## src/rtl/dmem_mmio_responder.sv

```systemverilog
// dmem_mmio_responder: 64-word data RAM plus CYCLE/LED/timer MMIO for a word-addressed CPU MEM stage.
// Reads are combinational, writes commit on clk, with no backpressure. The timer is built only when `DMEM_MMIO_TIMER_EN is defined.
module dmem_mmio_responder (
  input  logic        clk,
  input  logic        reset,
  input  logic        memwrite,
  input  logic [31:0] addr,
  input  logic [31:0] writedata,
  output logic [31:0] readdata,
  output logic [15:0] leds,
  output logic        irq,
  output logic        bus_err
);

  localparam logic [23:0] MmioPage = 24'hFFFFFF;
  localparam logic [5:0]  IdxCycle = 6'd0;
  localparam logic [5:0]  IdxLed   = 6'd1;

  logic [31:0] ram [64];
  logic [31:0] cycleCnt;
  logic [15:0] ledReg;
  logic [5:0]  wordIdx;
  logic        isRam, isMmio;
  logic        selCycle, selLed, selTcmp, selTctrl, selTcnt;
  logic        mapped;
  logic [31:0] timerRdata;
  logic        unusedAddrLsbs;

  assign wordIdx        = addr[7:2];
  assign unusedAddrLsbs = ^addr[1:0];
  assign isRam          = (addr[31:8] == 24'h0);
  assign isMmio         = (addr[31:8] == MmioPage);
  assign selCycle       = isMmio && (wordIdx == IdxCycle);
  assign selLed         = isMmio && (wordIdx == IdxLed);
  assign mapped         = isRam | selCycle | selLed | selTcmp | selTctrl | selTcnt;

`ifdef DMEM_MMIO_TIMER_EN
  localparam logic [5:0] IdxTcmp  = 6'd2;
  localparam logic [5:0] IdxTctrl = 6'd3;
  localparam logic [5:0] IdxTcnt  = 6'd4;

  logic [31:0] tcmp, tcnt;
  logic        tEn, tStat, tAuto;
  logic        tMatch, tHit;
  logic        wrTcmp, wrTctrl, wrTcnt;

  assign selTcmp  = isMmio && (wordIdx == IdxTcmp);
  assign selTctrl = isMmio && (wordIdx == IdxTctrl);
  assign selTcnt  = isMmio && (wordIdx == IdxTcnt);
  assign wrTcmp   = memwrite && selTcmp;
  assign wrTctrl  = memwrite && selTctrl;
  assign wrTcnt   = memwrite && selTcnt;
  assign tMatch   = (tcnt == tcmp);
  assign tHit     = tEn && tMatch;
  assign irq      = tStat;

  always_comb begin
    timerRdata = '0;
    if (selTcmp)       timerRdata = tcmp;
    else if (selTctrl) timerRdata = {29'h0, tAuto, tStat, tEn};
    else if (selTcnt)  timerRdata = tcnt;
  end

  // Software writes win over the timer's own update; a match always leaves STAT set.
  always_ff @(posedge clk) begin
    if (reset) begin
      tcmp  <= '0;
      tcnt  <= '0;
      tEn   <= 1'b0;
      tStat <= 1'b0;
      tAuto <= 1'b0;
    end else begin
      if (wrTcmp) tcmp <= writedata;

      if (wrTcnt)    tcnt <= writedata;
      else if (tHit) tcnt <= tAuto ? 32'h0 : tcnt;
      else if (tEn)  tcnt <= tcnt + 32'd1;

      if (wrTctrl) begin
        tEn   <= writedata[0];
        tAuto <= writedata[2];
      end else if (tHit && !tAuto) begin
        tEn <= 1'b0;
      end

      if (tHit)                         tStat <= 1'b1;
      else if (wrTctrl && writedata[1]) tStat <= 1'b0;
    end
  end
`else
  assign selTcmp    = 1'b0;
  assign selTctrl   = 1'b0;
  assign selTcnt    = 1'b0;
  assign timerRdata = '0;
  assign irq        = 1'b0;
`endif

  always_comb begin
    readdata = '0;
    if (isRam)         readdata = ram[wordIdx];
    else if (selCycle) readdata = cycleCnt;
    else if (selLed)   readdata = {16'h0, ledReg};
    else               readdata = timerRdata;
  end

  // RAM is deliberately left out of reset so data survives a CPU reset.
  always_ff @(posedge clk) begin
    if (memwrite && isRam) ram[wordIdx] <= writedata;
  end

  always_ff @(posedge clk) begin
    if (reset) begin
      cycleCnt <= '0;
      ledReg   <= '0;
      bus_err  <= 1'b0;
    end else begin
      cycleCnt <= cycleCnt + 32'd1;
      if (memwrite && selLed) ledReg <= writedata[15:0];
      bus_err <= !mapped;
    end
  end

  assign leds = ledReg;

endmodule

```

## config.mk

```make
export PLATFORM = sky130hd
export DESIGN_NAME = dmem_mmio_responder
export DESIGN_NICKNAME = d
export VERILOG_FILES = /design/src/rtl/dmem_mmio_responder.sv
export SDC_FILE = /design/constraint.sdc
export NUM_CORES = 2
export LEC_CHECK = 0
export BUFFER_PORTS_ARGS = -buffer_cell sky130_fd_sc_hd__buf_2
export CAP_MARGIN = 10
export CORE_ASPECT_RATIO = 0.75
export CORE_UTILIZATION = 35
export CTS_BUF_LIST = sky130_fd_sc_hd__clkbuf_4
export CTS_CLUSTER_DIAMETER = 50
export DETAILED_ROUTE_END_ITERATION = 10
export GPL_ROUTABILITY_DRIVEN = 0
export SLEW_MARGIN = 20
export SYNTH_ARGS = -nofsm -noshare
export SYNTH_HDL_FRONTEND = slang
export SYNTH_SLANG_ARGS = --single-unit
```

## constraint.sdc

```tcl
create_clock -name clk -period 3.78 [get_ports clk]
set_input_delay 0.189 -clock clk [delete_from_list [all_inputs] [get_ports clk]]
set_output_delay 0.189 -clock clk [all_outputs]
set_load 0.02 [all_outputs]
```

==> metrics.txt <==
Syn Area/Cell=17.9 um2; area of the core=0.230 mm2; # setup viols final=2; die area=0.234 mm2; EDFF count, synth=2048; # rows=152; Fmax achieved=255 MHz; Post-Layout Cell Count=8824; Int Power=0.0354 W; Initial Util=35.4%; Max clock buf depth=4; num ports=117; # placed instances=7909; Setup WS pre-CTS=-159 ps; Setup CP Type=reg2out; Mapped Nets=4607; most frequent cells in the layout=edfxtp_1, clkbuf_4, buf_4; largest net degree at the start of global routing=97; Pwr per Cell Area=480 mW/mm2; Pwr Total=0.0465 W; vias per std cell=5.96; Worst Tran Pin Value=1280 ps; residual DRC count=0; FF+latch area=0.0625 mm2; Yosys cell types=85; Async S/R FF share, synth=0%; area delta synth->final=19.3%; Hold Vio Cnt, Final=0; CTS Buf Count=467; via count=52500; CTS root buf=clkbuf_4; fin. max-slew vios=0; max_slew headroom=14.7%; CP peak stage delay=550 ps; run status=finished, violations left; leak pwr=31.7 nW; post-synthesis register bit count=2097; CTS tree=done; most common cell after layout, fill and taps aside=edfxtp_1; antenna violations before repair=29; max cap viols=0; Post-DRT Antenna Nets=0; Max VDD drop=0.000328 V; fillers=20500; unrepaired setup endpoints after global routing=true; worst hold-check path type=in2reg; power share of the clock group=38.7%; WL/cell=32.9 um; startpoint types=register; Final Cycle Share=104%; Critical Path, Cell by Cell=mux4_2, o21ai_2, a21oi_2, or4_4, nor4_4, buf_4, o21ai_2, buf_6; Tot GR Track Use=24.3%; CTS clk-pin slew, worst paths=80 ps; layout cells sized above 1=30.7%; # clock sinks=2097; Post-synth top flop=edfxtp_1; failing checks=negative setup slack; cell mode on critical path=o21ai_2; Die W=559 um; crit path max fanout=2; clk_lat worst skew=1270 ps; endpoint class of the critical path=output port; net load switching power=0.0111 W; sequential power share=54.8%; Final HPWL DP=180000 um; vias in the first global route=49400; cell count after synthesis=4539; Comb power frac=6.5%; Worst EP arrival=3730 ps; slowest library cell on the worst path=or4_4; H-tree Lvls=5; Final nets=5432; setup slack after layout=-142 ps; final worst path period need=3920 ps; first-pass GRT wire length=396000 um; area of the multi-input gates=0.0183 mm2; Ys Warns=0; Initial DRC Count=8454; DR pass1 iterations=6; Sw Ratio=23.9%; DIE HEIGHT=419 um; total gr overflow=0; Total Wirelength=291000 um; worst-case clock skew=71.7 ps; PortBufs=113; post-synthesis sequential area ratio=76.8%; Post-Synthesis Cell Area=0.0813 mm2; critical path required time=3590 ps
kinds of logic after synthesis:
kind of cell / after synthesis / synth area share [%]
other: 1 / 0.00461
AO/OA/AOI/OAI: 1033 / 9.70
XOR/XNOR: 28 / 0.302
buffers and inverters: 338 / 2.10
flip-flops: 2097 / 76.8
multiplexers: 466 / 7.56
adder cells (fa/ha/maj): 1 / 0.0154
AND/OR/NAND/NOR: 575 / 3.48
worst max-delay path: cells and delay by family (launching register included):
family,cells,cell delay [ps]
simple gates,2,920
mux,1,490
compound gates,3,290
flops,1,420
buf+inv,2,370
timing repair:
action,4_1_cts,5_1_grt
hold buffers,66,0
gates resized for setup,102,21
setup buffers,0,4
endpoints found under the hold margin,3440,0
setup endpoints to repair,25,21
pin swaps,45,26
cloned,0,0
layout make-up:
class / count / share of cell area, %
clock inverter: 111 / 0.570
inverter: 8 / 0.0374
timing repair buffer: 686 / 6.50
multi-input combinational: 2104 / 18.8
sequential: 2097 / 64.4
antenna: 6 / 0.0155
tap: 3080 / 3.97
clock buffer: 732 / 5.67
per-stage QoR:
stage	hold WS [ps]	area, um2	setup TNS, ps	utilization [%]
5_1_grt	36.9	97000	-987	42.2
2_1_floorplan	288	81300	0	-
4_1_cts	1.22	96800	-1120	42.1
3_3_place_gp	384	89700	-494	39.0
6_report	82.5	97000	-184	42.2
3_5_place_dp	387	89700	-159	39.0
power groups by stage:
stage | clock network, W | registers (W) | logic, W
after floorplan | 0 | 0.0260 | 0.00120
after global placement | 0 | 0.0260 | 0.00280
after detailed placement | 0 | 0.0260 | 0.00284
after CTS | 0.0182 | 0.0255 | 0.00296
after global routing | 0.0193 | 0.0255 | 0.00312
final | 0.0180 | 0.0255 | 0.00305
per-layer routing:
layer	part of all wire, %	track usage, %	wire (um)
met1	39	34.6	115000
met5	0.052	0.249	151
met4	3.6	8.53	10500
met2	42	34.6	123000
met3	14	7.74	42000
registers in the layout (all words and copies together), names as in the netlist:
name,flops
bus_err,1
leds,16
cycleCnt,32
ram,2048
synthesized netlist by cell type (11+ instances only):
master / n / share of area (%)
buf_1: 32 / 0.15
clkbuf_1: 127 / 0.59
mux2i_1: 236 / 2.9
a221o_1: 40 / 0.49
o21ai_1: 19 / 0.12
a32oi_1: 15 / 0.16
nor2_1: 169 / 0.78
buf_2: 111 / 0.68
mux4_2: 106 / 2.9
and3_1: 14 / 0.11
a222oi_1: 16 / 0.20
nor4_1: 17 / 0.13
edfxtp_1: 2048 / 76
nor3_1: 32 / 0.20
a221oi_1: 253 / 2.7
buf_6: 20 / 0.28
nand3b_1: 11 / 0.10
nor2b_1: 14 / 0.11
mux2_2: 66 / 0.91
a211oi_1: 17 / 0.16
a22o_1: 49 / 0.53
a2111oi_0: 11 / 0.12
o22ai_1: 85 / 0.65
mux2_1: 58 / 0.80
o221ai_1: 30 / 0.32
a21oi_2: 14 / 0.15
nand4_1: 26 / 0.20
o21ai_0: 80 / 0.49
buf_4: 40 / 0.37
xor2_1: 18 / 0.19
a21oi_1: 91 / 0.56
nand2_1: 156 / 0.72
nand3_1: 53 / 0.33
a22oi_1: 191 / 1.8
dfxtp_1: 49 / 1.2
a31oi_1: 22 / 0.17
o22a_1: 17 / 0.18
path summary, 6_finish.rpt:
path	slack, ps	endpoint	cells after the start	from
min reg2reg	490	cycleCnt[0]$_SDFF_PP0_	1	cycleCnt[0]$_SDFF_PP0_
min	80	ram[39][2]$_DFFE_PP_	2	writedata[2]
max reg2reg	1290	cycleCnt[30]$_SDFF_PP0_	7	cycleCnt[1]$_SDFF_PP0_
max	-140	readdata[17]	8	ram[37][17]$_DFFE_PP_
Power figures use the tool's default switching activity.
